## src/rtl/dispatch_stage_pkg.sv

```systemverilog
// rtl/dispatch_stage_pkg.sv - inst_name codes, tag constants and RV32I decoder
// Purpose: shared definitions for the dispatch stage. The decoder is a pure
// function so the stage can decode its queue head combinationally.
package dispatch_stage_pkg;

  localparam int DEF_TAG_W = 5;
  localparam int NO_DEP    = 0;   // tag value meaning "operand has no producer"

  // LB..SW must stay contiguous: the LSB routing test is a range check.
  typedef enum logic [5:0] {
    I_NOP = 6'd0, I_LUI, I_AUIPC, I_JAL, I_JALR,
    I_BEQ, I_BNE, I_BLT, I_BGE, I_BLTU, I_BGEU,
    I_LB, I_LH, I_LW, I_LBU, I_LHU, I_SB, I_SH, I_SW,
    I_ADDI, I_SLTI, I_SLTIU, I_XORI, I_ORI, I_ANDI, I_SLLI, I_SRLI, I_SRAI,
    I_ADD, I_SUB, I_SLL, I_SLT, I_SLTU, I_XOR, I_SRL, I_SRA, I_OR, I_AND
  } inst_name_t;

  typedef struct packed {
    inst_name_t  name;
    logic [4:0]  rd;
    logic [4:0]  rs1;
    logic [4:0]  rs2;
    logic [31:0] imm;
    logic        is_jump;
    logic        is_store;
  } dec_t;

  // Unused source fields are forced to x0 so they never create a dependency.
  function automatic dec_t decode(input logic [31:0] inst);
    dec_t       d;
    logic [2:0] f3;
    logic       alt;
    d   = '0;
    f3  = inst[14:12];
    alt = inst[30];
    d.rd  = inst[11:7];
    d.rs1 = inst[19:15];
    d.rs2 = inst[24:20];
    case (inst[6:0])
      7'b0110111, 7'b0010111: begin
        d.name = (inst[5]) ? I_LUI : I_AUIPC;
        d.rs1 = '0; d.rs2 = '0;
        d.imm = {inst[31:12], 12'b0};
      end
      7'b1101111: begin
        d.name = I_JAL; d.rs1 = '0; d.rs2 = '0; d.is_jump = 1'b1;
        d.imm = {{12{inst[31]}}, inst[19:12], inst[20], inst[30:21], 1'b0};
      end
      7'b1100111: begin
        d.name = I_JALR; d.rs2 = '0; d.is_jump = 1'b1;
        d.imm = {{20{inst[31]}}, inst[31:20]};
      end
      7'b1100011: begin
        d.rd = '0; d.is_jump = 1'b1;
        d.imm = {{20{inst[31]}}, inst[7], inst[30:25], inst[11:8], 1'b0};
        case (f3)
          3'b000:  d.name = I_BEQ;
          3'b001:  d.name = I_BNE;
          3'b100:  d.name = I_BLT;
          3'b101:  d.name = I_BGE;
          3'b110:  d.name = I_BLTU;
          3'b111:  d.name = I_BGEU;
          default: d.name = I_NOP;
        endcase
      end
      7'b0000011: begin
        d.rs2 = '0;
        d.imm = {{20{inst[31]}}, inst[31:20]};
        case (f3)
          3'b000:  d.name = I_LB;
          3'b001:  d.name = I_LH;
          3'b010:  d.name = I_LW;
          3'b100:  d.name = I_LBU;
          3'b101:  d.name = I_LHU;
          default: d.name = I_NOP;
        endcase
      end
      7'b0100011: begin
        d.rd = '0; d.is_store = 1'b1;
        d.imm = {{20{inst[31]}}, inst[31:25], inst[11:7]};
        case (f3)
          3'b000:  d.name = I_SB;
          3'b001:  d.name = I_SH;
          3'b010:  d.name = I_SW;
          default: d.name = I_NOP;
        endcase
      end
      7'b0010011: begin
        d.rs2 = '0;
        d.imm = {{20{inst[31]}}, inst[31:20]};
        case (f3)
          3'b000:  d.name = I_ADDI;
          3'b010:  d.name = I_SLTI;
          3'b011:  d.name = I_SLTIU;
          3'b100:  d.name = I_XORI;
          3'b110:  d.name = I_ORI;
          3'b111:  d.name = I_ANDI;
          3'b001:  begin d.name = I_SLLI; d.imm = {27'b0, inst[24:20]}; end
          default: begin d.name = alt ? I_SRAI : I_SRLI; d.imm = {27'b0, inst[24:20]}; end
        endcase
      end
      7'b0110011: begin
        case (f3)
          3'b000:  d.name = alt ? I_SUB : I_ADD;
          3'b001:  d.name = I_SLL;
          3'b010:  d.name = I_SLT;
          3'b011:  d.name = I_SLTU;
          3'b100:  d.name = I_XOR;
          3'b101:  d.name = alt ? I_SRA : I_SRL;
          3'b110:  d.name = I_OR;
          default: d.name = I_AND;
        endcase
      end
      default: d = '0;
    endcase
    return d;
  endfunction

  function automatic logic is_lsb(input inst_name_t n);
    return (n >= I_LB) && (n <= I_SW);
  endfunction

endpackage

```

## src/rtl/dispatch_fifo.sv

```systemverilog
// rtl/dispatch_fifo.sv - instruction queue between fetcher and dispatch
// Purpose: DEPTH-entry FIFO of {inst, pc, rollback_pc, predicted_jump}.
// Ports: en_in freezes all state; flush_in empties the queue and drops a
// same-cycle push; push_in/pop_in are ignored when full/empty; head_* shows
// the oldest entry; full/empty derive from the registered count.
module dispatch_fifo #(
  parameter int XLEN  = 32,
  parameter int DEPTH = 4
) (
  input  logic            clk_in,
  input  logic            rst_n_in,
  input  logic            en_in,
  input  logic            flush_in,
  input  logic            push_in,
  input  logic [XLEN-1:0] push_inst,
  input  logic [XLEN-1:0] push_pc,
  input  logic [XLEN-1:0] push_rollback_pc,
  input  logic            push_predicted_jump,
  input  logic            pop_in,
  output logic [XLEN-1:0] head_inst,
  output logic [XLEN-1:0] head_pc,
  output logic [XLEN-1:0] head_rollback_pc,
  output logic            head_predicted_jump,
  output logic            full,
  output logic            empty
);
  localparam int AW = $clog2(DEPTH);
  localparam int EW = 3 * XLEN + 1;

  logic [EW-1:0] mem [DEPTH];
  logic [AW-1:0] wr_ptr, rd_ptr;
  logic [AW:0]   count;
  logic          do_push, do_pop;

  assign full    = (count == (AW + 1)'(DEPTH));
  assign empty   = (count == '0);
  assign do_push = en_in && !flush_in && push_in && !full;
  assign do_pop  = en_in && !flush_in && pop_in && !empty;

  assign {head_inst, head_pc, head_rollback_pc, head_predicted_jump} = mem[rd_ptr];

  always_ff @(posedge clk_in) begin
    if (do_push) mem[wr_ptr] <= {push_inst, push_pc, push_rollback_pc, push_predicted_jump};
  end

  // DEPTH is a power of two, so the pointers wrap naturally.
  always_ff @(posedge clk_in or negedge rst_n_in) begin
    if (!rst_n_in) begin
      wr_ptr <= '0;
      rd_ptr <= '0;
      count  <= '0;
    end else if (en_in) begin
      if (flush_in) begin
        wr_ptr <= '0;
        rd_ptr <= '0;
        count  <= '0;
      end else begin
        if (do_push) wr_ptr <= wr_ptr + AW'(1);
        if (do_pop)  rd_ptr <= rd_ptr + AW'(1);
        if (do_push && !do_pop)      count <= count + (AW + 1)'(1);
        else if (!do_push && do_pop) count <= count - (AW + 1)'(1);
      end
    end
  end

endmodule

```

## src/rtl/dispatch_stage.sv

```systemverilog
// rtl/dispatch_stage.sv - queued decode/rename/dispatch stage feeding RoB, RS, LSB, RegFile
// Purpose: buffers fetched instructions, decodes and renames the head, resolves
// operands from regfile/CDB/RoB and dispatches when the RoB and target unit have room.
// Ports: fetcher push handshake; regfile rename query (rs*_to_reg / Q*,V*_from_reg);
// RoB operand query (Q*_to_rob / Q*_ready, data*_from_rob); full flags; CDB_PORTS
// flattened write-back channels; registered dispatch bundle with one-cycle en_* pulses.
module dispatch_stage
  import dispatch_stage_pkg::*;
#(
  parameter int XLEN      = 32,
  parameter int TAG_W     = DEF_TAG_W,
  parameter int DEPTH     = 4,
  parameter int CDB_PORTS = 2
) (
  input  logic                      clk_in,
  input  logic                      rst_n_in,
  input  logic                      rdy_in,
  input  logic                      valid_from_fetcher,
  output logic                      ready_to_fetcher,
  input  logic [XLEN-1:0]           inst_from_fetcher,
  input  logic [XLEN-1:0]           pc_from_fetcher,
  input  logic [XLEN-1:0]           rollback_pc_from_fetcher,
  input  logic                      predicted_jump_from_fetcher,
  output logic [4:0]                rs1_to_reg,
  output logic [4:0]                rs2_to_reg,
  input  logic [TAG_W-1:0]          Q1_from_reg,
  input  logic [TAG_W-1:0]          Q2_from_reg,
  input  logic [XLEN-1:0]           V1_from_reg,
  input  logic [XLEN-1:0]           V2_from_reg,
  output logic [TAG_W-1:0]          Q1_to_rob,
  output logic [TAG_W-1:0]          Q2_to_rob,
  input  logic                      Q1_ready_from_rob,
  input  logic                      Q2_ready_from_rob,
  input  logic [XLEN-1:0]           data1_from_rob,
  input  logic [XLEN-1:0]           data2_from_rob,
  input  logic                      rob_full_in,
  input  logic                      rs_full_in,
  input  logic                      lsb_full_in,
  input  logic                      rollback_flag_from_rob,
  input  logic [CDB_PORTS-1:0]      cdb_valid_in,
  input  logic [CDB_PORTS*TAG_W-1:0] cdb_tag_in,
  input  logic [CDB_PORTS*XLEN-1:0] cdb_data_in,
  output logic                      en_signal_to_rob,
  output logic                      en_signal_to_rs,
  output logic                      en_signal_to_lsb,
  output logic                      en_signal_to_reg,
  output logic [TAG_W-1:0]          tag_out,
  output logic [4:0]                rd_out,
  output logic                      is_jump_to_rob,
  output logic                      is_store_to_rob,
  output logic                      predicted_jump_to_rob,
  output logic [XLEN-1:0]           pc_out,
  output logic [XLEN-1:0]           rollback_pc_to_rob,
  output logic [5:0]                inst_name_out,
  output logic [TAG_W-1:0]          Q1_out,
  output logic [TAG_W-1:0]          Q2_out,
  output logic [XLEN-1:0]           V1_out,
  output logic [XLEN-1:0]           V2_out,
  output logic [XLEN-1:0]           imm_out
);
  logic [XLEN-1:0]  head_inst, head_pc, head_rpc;
  logic             head_pj, q_full, q_empty;
  dec_t             dec;
  logic             to_lsb, fire;
  logic [TAG_W-1:0] tag_cnt;
  logic [TAG_W-1:0] byp_q [2];
  logic [TAG_W-1:0] res_q [2];
  logic [XLEN-1:0]  res_v [2];

  dispatch_fifo #(.XLEN(XLEN), .DEPTH(DEPTH)) u_fifo (
    .clk_in              (clk_in),
    .rst_n_in            (rst_n_in),
    .en_in               (rdy_in),
    .flush_in            (rollback_flag_from_rob),
    .push_in             (valid_from_fetcher),
    .push_inst           (inst_from_fetcher),
    .push_pc             (pc_from_fetcher),
    .push_rollback_pc    (rollback_pc_from_fetcher),
    .push_predicted_jump (predicted_jump_from_fetcher),
    .pop_in              (fire),
    .head_inst           (head_inst),
    .head_pc             (head_pc),
    .head_rollback_pc    (head_rpc),
    .head_predicted_jump (head_pj),
    .full                (q_full),
    .empty               (q_empty)
  );

  assign ready_to_fetcher = !q_full;
  assign dec        = decode(head_inst[31:0]);
  assign rs1_to_reg = dec.rs1;
  assign rs2_to_reg = dec.rs2;
  assign Q1_to_rob  = byp_q[0];
  assign Q2_to_rob  = byp_q[1];
  assign to_lsb     = is_lsb(dec.name);
  assign fire       = !q_empty && !rob_full_in && !(to_lsb ? lsb_full_in : rs_full_in)
                      && !rollback_flag_from_rob;

  // Operand resolution. The registered dispatch bundle still describes the
  // instruction dispatched last cycle, whose rename the regfile has not yet
  // absorbed, so it overrides the regfile tag for a matching source.
  always_comb begin
    for (int i = 0; i < 2; i++) begin
      logic [4:0]       rs;
      logic [TAG_W-1:0] q_reg;
      logic [XLEN-1:0]  v_reg, v_rob;
      logic             rob_rdy, hit;
      rs      = (i == 0) ? dec.rs1 : dec.rs2;
      q_reg   = (i == 0) ? Q1_from_reg : Q2_from_reg;
      v_reg   = (i == 0) ? V1_from_reg : V2_from_reg;
      rob_rdy = (i == 0) ? Q1_ready_from_rob : Q2_ready_from_rob;
      v_rob   = (i == 0) ? data1_from_rob : data2_from_rob;
      hit      = 1'b0;
      byp_q[i] = TAG_W'(NO_DEP);
      res_q[i] = TAG_W'(NO_DEP);
      res_v[i] = '0;
      if (rs != 5'd0) begin
        byp_q[i] = (en_signal_to_reg && rd_out == rs) ? tag_out : q_reg;
        if (byp_q[i] == TAG_W'(NO_DEP)) begin
          res_v[i] = v_reg;
        end else begin
          for (int c = 0; c < CDB_PORTS; c++) begin
            if (!hit && cdb_valid_in[c] && cdb_tag_in[c*TAG_W +: TAG_W] == byp_q[i]) begin
              hit      = 1'b1;
              res_v[i] = cdb_data_in[c*XLEN +: XLEN];
            end
          end
          if (hit) begin
            res_q[i] = TAG_W'(NO_DEP);
          end else if (rob_rdy) begin
            res_v[i] = v_rob;
          end else begin
            res_q[i] = byp_q[i];
          end
        end
      end
    end
  end

  always_ff @(posedge clk_in or negedge rst_n_in) begin
    if (!rst_n_in) begin
      tag_cnt               <= TAG_W'(1);
      en_signal_to_rob      <= 1'b0;
      en_signal_to_rs       <= 1'b0;
      en_signal_to_lsb      <= 1'b0;
      en_signal_to_reg      <= 1'b0;
      tag_out               <= '0;
      rd_out                <= '0;
      is_jump_to_rob        <= 1'b0;
      is_store_to_rob       <= 1'b0;
      predicted_jump_to_rob <= 1'b0;
      pc_out                <= '0;
      rollback_pc_to_rob    <= '0;
      inst_name_out         <= '0;
      Q1_out                <= '0;
      Q2_out                <= '0;
      V1_out                <= '0;
      V2_out                <= '0;
      imm_out               <= '0;
    end else if (rdy_in) begin
      // fire is already false during rollback, which also clears the pulses.
      en_signal_to_rob <= fire;
      en_signal_to_reg <= fire;
      en_signal_to_rs  <= fire && !to_lsb;
      en_signal_to_lsb <= fire && to_lsb;
      if (rollback_flag_from_rob) begin
        tag_cnt <= TAG_W'(1);
      end else if (fire) begin
        tag_cnt               <= (tag_cnt == '1) ? TAG_W'(1) : tag_cnt + TAG_W'(1);
        tag_out               <= tag_cnt;
        rd_out                <= dec.rd;
        is_jump_to_rob        <= dec.is_jump;
        is_store_to_rob       <= dec.is_store;
        predicted_jump_to_rob <= head_pj;
        pc_out                <= head_pc;
        rollback_pc_to_rob    <= head_rpc;
        inst_name_out         <= dec.name;
        Q1_out                <= res_q[0];
        Q2_out                <= res_q[1];
        V1_out                <= res_v[0];
        V2_out                <= res_v[1];
        imm_out               <= XLEN'(dec.imm);
      end
    end
  end

endmodule

```

## config.mk

```make
export PLATFORM = sky130hd
export DESIGN_NAME = dispatch_stage
export DESIGN_NICKNAME = d
export VERILOG_FILES = /design/src/rtl/dispatch_stage_pkg.sv /design/src/rtl/dispatch_fifo.sv /design/src/rtl/dispatch_stage.sv
export SDC_FILE = /design/constraint.sdc
export NUM_CORES = 1
export LEC_CHECK = 0
export BUFFER_PORTS_ARGS = -buffer_cell sky130_fd_sc_hd__clkbuf_2
export CAP_MARGIN = 20
export CORE_ASPECT_RATIO = 0.8
export CORE_MARGIN = 3
export CORE_UTILIZATION = 55
export DETAILED_ROUTE_END_ITERATION = 7
export PLACE_DENSITY = 0.8
export SETUP_SLACK_MARGIN = 0.15
export SLEW_MARGIN = 40
export SYNTH_ARGS = -nofsm -noshare
export SYNTH_HDL_FRONTEND = slang
export SYNTH_HIERARCHICAL = 1
export SYNTH_SLANG_ARGS = --single-unit
```

## constraint.sdc

```tcl
create_clock -name clk_in -period 7 [get_ports clk_in]
set_clock_uncertainty 0.05 [all_clocks]
set_input_delay 1.4 -clock clk_in [delete_from_list [all_inputs] [get_ports clk_in]]
set_output_delay 1.4 -clock clk_in [all_outputs]
set_load 0.02 [all_outputs]
```

== Word-level counts from Yosys, hierarchy flattened ==
Memory sizes are Yosys's and may differ from the RTL's.
Cells that the tools add are included.

* Logic and storage cells: 172
* Memory bits (writable): 388
* Memories kept: 1
* Bits of input ports: 321
* Register bits after elaboration: 204
* Output and inout port bits: 214

{| class="wikitable"
|+ Memory list
! name !! words !! bits a word !! rd ports !! clocked after Yosys merged registers in !! write ports !! line !! text
|-
| u_fifo.mem || 4 || 97 || 1 || 0 || 1 || dispatch_fifo.sv:30 || <nowiki>logic [EW-1:0] mem [DEPTH];</nowiki>
|}

* Equality and inequality tests: 24
* Add/subtract/negate cells: 5
* $lt $le $gt $ge: 2
* Bitwise operators: 1
* Reductions and logical operators: 53
* Multiplexer cells: 66

{| class="wikitable"
|+ Operator list
! operator !! number
|-
| 2-to-1 mux 32 bit || 13
|-
| case mux 32 bit (6 select lines) || 1
|-
| 2-to-1 mux 5 bit || 18
|-
| case mux 6 bit (8 select lines) || 1
|-
| case mux 6 bit (7 select lines) || 1
|-
| equality test 5 bit || 6
|-
| case mux 4 bit (7 select lines) || 1
|-
| case mux 4 bit (6 select lines) || 1
|-
| equality test 7 x 6 -> 1 bit (second input constant) || 3
|-
| equality test 7 bit (second input constant) || 3
|-
| logical AND 1 bit || 21
|-
| 2-to-1 mux 1 bit || 20
|-
| case mux 4 bit (5 select lines) || 1
|-
| equality test 3 bit (second input constant) || 5
|-
| case mux 5 bit (3 select lines) || 1
|-
| equality test 7 x 5 -> 1 bit (second input constant) || 2
|-
| OR reduction 6 bit || 2
|-
| zero test 1 bit || 10
|-
| zero test 5 bit || 2
|-
| 2-to-1 mux 2 bit || 5
|-
| nonzero test 5 bit || 2
|-
| 2-to-1 mux 3 bit || 3
|-
| AND reduction 2 bit || 4
|-
| equality test 7 x 2 -> 1 bit (second input constant) || 1
|-
| other kinds (17) || 24
|}

== Depth between registers and ports, before layout ==
An unclocked memory read counts as a cell.

* Depth in word-level cells: 21
* Mapped depth: 23
* Depth with buffers taken out: 16

== Modules after synthesis ==
Netlist, hierarchy kept.

{| class="wikitable"
|+ By module, submodules not included
! module !! seq. area each (µm²) !! times used !! cells an instance !! area each (µm²)
|-
| dispatch_fifo || 11826.3 || 1 || 562 || 14455.1
|-
| dispatch_stage || 4931.0 || 1 || 1435 || 12021.5
|}

== Worst setup path before layout ==
OpenSTA, ideal clock, no wires.

* Kind: flip-flop to flip-flop
* From: register u_fifo.rd_ptr[0]
* To: register u_fifo.count[2]
* Clock period less this slack: 4.834 ns
* Buffers on the path: 7
* Required time: 6.881 ns
* Setup time: 0.069 ns
* Arrival: 4.716 ns
* Setup slack: 2.166 ns
* Stages on the path, launching flop included: 24
* Path through: dfrtp_1 buf_2 buf_2 mux4_2 buf_2 or2_1 buf_6 or2_1 buf_2 o21ai_1 a21oi_1 o211a_1 a21o_1 buf_6 clkbuf_1 a21oi_1 and2_1 o31a_1 nand2_1 ha_1 fa_1 xnor2_1 or4_1 nand3_1

* Longest elaborated chain between the ends: 16
* Elaborated cells between the ends (all ways): 45
* Those cells by class: 2 x order compare; 16 x eq/ne; 13 x mux; 13 x reduce/logical; 1 x memory

{| class="wikitable"
|+ RTL lines
! what !! line !! text
|-
| start: declaration || dispatch_fifo.sv:31 || <nowiki>logic [AW-1:0] wr_ptr, rd_ptr;</nowiki>
|-
| start signal: assignment || dispatch_fifo.sv:59 || <nowiki>if (do_pop) rd_ptr <= rd_ptr + AW'(1);</nowiki>
|-
| memory read (4 x 97 bit) * || -- ||
|-
| via head_inst[6] || dispatch_stage.sv:61 || <nowiki>logic [XLEN-1:0] head_inst, head_pc, head_rpc;</nowiki>
|-
| equality test 7 x 6 -> 1 bit / equality test 7 x 5 -> 1 bit (equally long branches) || dispatch_stage_pkg.sv:39 || <nowiki>case (inst[6:0])</nowiki>
|-
| OR reduction 2 bit || -- ||
|-
| case mux 6 bit (8 select lines) * || dispatch_stage_pkg.sv:39 ||
|-
| greater-or-equal comparator 6 x 4 -> 1 bit / <= comparator 6 x 5 -> 1 bit (equally long branches) || dispatch_stage_pkg.sv:120 || <nowiki>return (n >= I_LB) && (n <= I_SW);</nowiki>
|-
| logical AND 1 bit * || dispatch_stage_pkg.sv:120 ||
|-
| 2-to-1 mux 1 bit * || dispatch_stage.sv:96 || <nowiki>assign fire = !q_empty && !rob_full_in && !(to_lsb ? lsb_full_in : rs_full_in)</nowiki>
|-
| zero test 1 bit * || dispatch_stage.sv:96 ||
|-
| logical AND 1 bit * || dispatch_stage.sv:96 ||
|-
| logical AND 1 bit * || dispatch_stage.sv:97 || <nowiki>&& !rollback_flag_from_rob;</nowiki>
|-
| via fire || dispatch_stage.sv:64 || <nowiki>logic to_lsb, fire;</nowiki>
|-
| logical AND 1 bit * (2 in a row) || dispatch_fifo.sv:38 || <nowiki>assign do_pop = en_in && !flush_in && pop_in && !empty;</nowiki>
|-
| zero test 1 bit || dispatch_fifo.sv:60 || <nowiki>if (do_push && !do_pop) count <= count + (AW + 1)'(1);</nowiki>
|-
| logical AND 1 bit || dispatch_fifo.sv:60 ||
|-
| nonzero test 3 bit (no line) / 2-to-1 mux 3 bit (equally long branches) || -- ||
|-
| AND reduction 2 bit (no line) / 2-to-1 mux 3 bit (equally long branches) || -- ||
|-
| end signal: assignment || dispatch_fifo.sv:60 ||
|-
| end signal: assignment || dispatch_fifo.sv:61 || <nowiki>else if (!do_push && do_pop) count <= count - (AW + 1)'(1);</nowiki>
|-
| end: declaration || dispatch_fifo.sv:32 || <nowiki>logic [AW:0] count;</nowiki>
|}

The timed path passes the listed nets; every way through them passes the cells marked *.
A chain may end at the register's enable or synchronous reset.

== Worst setup path after layout ==
* From: register u_fifo.rd_ptr[0]
* To: output port Q2_to_rob[2]

* Elaborated cells between the ends (all ways): 11
* Those cells by class: 4 x eq/ne; 3 x mux; 3 x reduce/logical; 1 x memory

{| class="wikitable"
|+ RTL lines
! what !! line !! text
|-
| memory read (4 x 97 bit) * || -- ||
|-
| via head_inst[24] || dispatch_stage.sv:61 ||
|-
| 2-to-1 mux 5 bit * || dispatch_stage_pkg.sv:39 ||
|-
| equality test 5 bit || dispatch_stage.sv:118 || <nowiki>byp_q[i] = (en_signal_to_reg && rd_out == rs) ? tag_out : q_reg;</nowiki>
|-
| logical AND 1 bit || dispatch_stage.sv:118 ||
|-
| 2-to-1 mux 5 bit || dispatch_stage.sv:118 ||
|-
| 2-to-1 mux 5 bit * || dispatch_stage.sv:117 || <nowiki>if (rs != 5'd0) begin</nowiki>
|-
| end: declaration || dispatch_stage.sv:31 || <nowiki>output logic [TAG_W-1:0] Q2_to_rob,</nowiki>
|}

Marked as above.

==> results.rst <==
.. list-table::
   :header-rows: 1

   * - Metric
     - Value
   * - Setup crit start kind
     - register
   * - CTS clock-pin slew for the worst setup and hold paths
     - approximately 0.06 ns
   * - Overall overflow remaining after global route
     - 0
   * - Total Routed Length
     - between 80,000 and 90,000 um
   * - Antenna violations before repair
     - 23
   * - CP max FO
     - 36
   * - Number of detailed-route iterations in the first pass
     - 6
   * - Type of the tightest min-delay check
     - register to register
   * - Standard cell area after detailed placement
     - between 20,000 and 30,000 sq um
   * - Most common flop cell mapped by yosys
     - sky130_fd_sc_hd__edfxtp_1
   * - CP required
     - approximately 5.6 ns
   * - Post-cts resize count
     - 0
   * - Effective utilization at floorplan
     - between 50% and 60%
   * - Number of pins with negative max-slew slack in the final report
     - 0
   * - Later-pin clock latency in the skew report
     - roughly 0.63 ns
   * - Sequential cell fraction of total power
     - between 40% and 50%
   * - Clock buffers created by TritonCTS
     - between 50 and 60
   * - Number of ports placed on the die boundary
     - around 540
   * - Sw Ratio
     - about 29%
   * - Count of standard-cell rows
     - a little over 70
   * - Power Total
     - 8820 uW
   * - Post-route ant nets
     - 0
   * - Library cell used as clock root buffer
     - sky130_fd_sc_hd__clkbuf_16
   * - Post-synth top cells
     - sky130_fd_sc_hd__edfxtp_1, sky130_fd_sc_hd__nand2_1, sky130_fd_sc_hd__dfrtp_1, sky130_fd_sc_hd__nor2_1, sky130_fd_sc_hd__a21oi_1
   * - Cell-internal power
     - ~6200 uW
   * - Highest attainable clock frequency
     - ~170 MHz
   * - Fraction of the yosys area taken by sequential cells
     - a little over three fifths
   * - Worst-case headroom to the max-slew limit
     - between 40% and 50%
   * - CTS max path bufs
     - 3
   * - Leading cell type by number of instances after synthesis
     - sky130_fd_sc_hd__edfxtp_1
   * - Maximum ir drop on the vdd rail
     - roughly 320 uV
   * - Result of the run
     - completed
   * - Hold wc startpoint
     - pc_out[22]
   * - Source of the worst register-to-register timing path
     - u_fifo/rd_ptr[0]
   * - Largest cells by area after synthesis
     - sky130_fd_sc_hd__edfxtp_1, sky130_fd_sc_hd__dfrtp_1, sky130_fd_sc_hd__mux4_2
   * - Setup Viol. Count Final
     - 0
   * - CP peak stage delay
     - 0.88 ns
   * - Unrepaired setup endpoints after global routing
     - no
   * - Sequence of cells on the critical path
     - buf_4 > mux4_2 > a222oi_1 > a41o_1 > nand2_2 > a21oi_1 > nor2_1 > clkbuf_2
   * - Leak pwr
     - ~0.013 uW
   * - Instance count of the mapped netlist
     - between 1,500 and 2,000
   * - Average vias per placed instance
     - between 6 and 7
   * - Number of sinks handled by clock tree synthesis
     - around 600
   * - Flip-flop and latch count after synthesis
     - between 500 and 600
   * - DRC viols
     - 0
   * - Post-Synthesis Net Count
     - between 2,000 and 2,500
   * - Post-synth EDFFs
     - 388
   * - Critical path startpoint
     - u_fifo/rd_ptr[0]
   * - Iter 0 DRT Violations
     - roughly 2,200
   * - Clock tree from TritonCTS
     - built
   * - Pwr per Cell Area
     - ~280 nW/um^2
   * - Clock network power share
     - 34.7%
   * - Number of distinct library cells after synthesis
     - slightly below 90
   * - All-layer global routing usage
     - approximately a third
   * - Finished Core Util
     - 66.7%
   * - DIE WIDTH
     - approximately 250 um
   * - Number of synthesis warnings
     - 6
   * - Post-CTS setup buffers
     - 0
   * - Post-route fraction of the period consumed by the critical path
     - about 86%
   * - Area share of the leading cell type in the synthesized netlist
     - between 40 and 50%
   * - Global placement routability congestion
     - 0.959
   * - Share of synthesized registers carrying an async set or reset
     - between 30% and 40%
   * - Hold WS
     - roughly 0.43 ns
   * - Vias in the first global route
     - 19,850
   * - Number of flip-flops under the largest register name
     - 388
   * - Avg Inst Size Synth
     - around 13 sq um
   * - Wire length of the first global-routing pass
     - about 130,000 um
   * - Power dissipated by switching net loads
     - 2580 uW
   * - Final #Nets
     - 2,796
   * - Synth-to-layout area growth
     - 19.0%
   * - WL per Instance
     - 27.1 um
   * - Leading area contributor after synthesis
     - sky130_fd_sc_hd__edfxtp_1
   * - Die height
     - between 200 and 250 um
   * - Die area
     - 50,800 sq um
   * - Count of vias placed by the detailed router
     - 19,991
   * - Maximum number of pins on one net before global-route repair
     - between 100 and 150
   * - Share of cells above drive strength 1
     - between 30% and 40%
   * - Total count of hold-check failures in the final report
     - 0
   * - CTS H-tree depth
     - 2
   * - Arrival time of the worst setup path
     - around 4.6 ns
   * - Kind of critical path
     - register to output port
   * - Combinational Power Share
     - ~17%
   * - Filler cell count
     - ~3,400
   * - Total Neg Setup Slack
     - 0 ns
   * - Final period demand of the worst path
     - approximately 6 ns
   * - # port buffers
     - between 500 and 600
   * - Area of the mapped netlist
     - between 20,000 and 30,000 sq um
   * - Number of max-cap violations
     - 0
   * - Area of all placed cells without fillers
     - 31,500 sq um
   * - CP Capture Type
     - output port
   * - Number of buffers inserted for hold repair after clock tree synthesis
     - 0
   * - Worst path slowest cell
     - sky130_fd_sc_hd__dfrtp_4
   * - Floorplan core area
     - approximately 47,000 sq um
   * - Hpwl dp
     - approximately 58,000 um
   * - Transition time at the pin with the least slew margin
     - between 0.8 and 0.9 ns
   * - Reg with most FFs
     - u_fifo/mem
power by group through the flow:
| stage | combinational (uW) | clock, uW | sequential (uW) |
|---|---|---|---|
| after CTS | 1450 | 3100 | 4300 |
| after global placement | 1390 | 0 | 4330 |
| after floorplan | 516 | 0 | 4580 |
| after detailed placement | 1430 | 0 | 4350 |
| final | 1460 | 3060 | 4300 |
| after global routing | 1560 | 3240 | 4330 |
critical path: cells and delay by family (launching register included):
family / cells / cell delay [ns]
DFF: 1 / 0.88
AOI/OAI and AO/OA: 3 / 1.20
and+or+nand+nor: 2 / 0.31
muxes: 1 / 0.69
buffers and inverters: 2 / 0.81
kinds of logic after synthesis:
| group | share of synthesized area, % |
|---|---|
| compound gates | 13.3 |
| xor+xnor | 0.813 |
| fa+ha+maj | 0.406 |
| buf+inv | 3.62 |
| flops | 63.3 |
| mux | 9.94 |
| simple gates | 8.65 |
final cells by class:
class	instances	area (sq um)	area share (%)
Clock inverter	22	234	0.743
Clock buffer	85	1630	5.18
Antenna cell	17	42.5	0.135
Multi-Input combinational cell	1206	8830	28.0
Timing Repair Buffer	573	3090	9.81
Inverter	37	139	0.441
Sequential cell	592	16800	53.2
Tap cell	620	776	2.46
path summary, 6_finish.rpt:
| kind | endpoint | slack, ns | cells after the start |
|---|---|---|---|
| setup / recovery | Q2_to_rob[2] | 0.99 | 8 |
| hold / removal | pc_out[22] | 0.43 | 2 |
| setup reg to reg | V2_out[10] | 1.44 | 10 |
| hold reg to reg | pc_out[22] | 0.43 | 2 |
| max in group asynchronous | pc_out[19] | 4.89 | 3 |
| min in group asynchronous | V2_out[16] | 0.72 | 1 |
per-layer routing:
| metal | global-route usage (%) | share of wire (%) | vias to the layer above |
|---|---|---|---|
| met3 | 8.58 | 10 | 231 |
| met1 | 43.8 | 36 | 9908 |
| li1 | - | - | 8564 |
| met5 | 0 | 0.13 | - |
| met4 | 16.0 | 5.1 | 14 |
| met2 | 53.2 | 48 | 1274 |
stage by stage:
step	instances	setup slack [ns]
after floorplan	1997	2.17
after CTS	3132	0.932
after detailed placement	3025	1.45
final	3152	0.988
after global routing	3150	0.678
after global placement	3021	1.48
cells in the final DEF (no fill, tap or decap), drive strengths merged, types with 16 or more instances in the layout:
cell type,instances
nand2,322
clkbuf,618
a2111oi,35
mux4,97
diode,17
and2,18
buf,40
nand3,18
o211ai,34
edfxtp,388
o21ai,95
a21oi,99
nor2,107
inv,38
o22ai,35
xor2,16
o31ai,41
a31oi,67
dfrtp,203
mux2i,44
a22oi,34
Note: power is estimated with default switching activity, not from simulation.
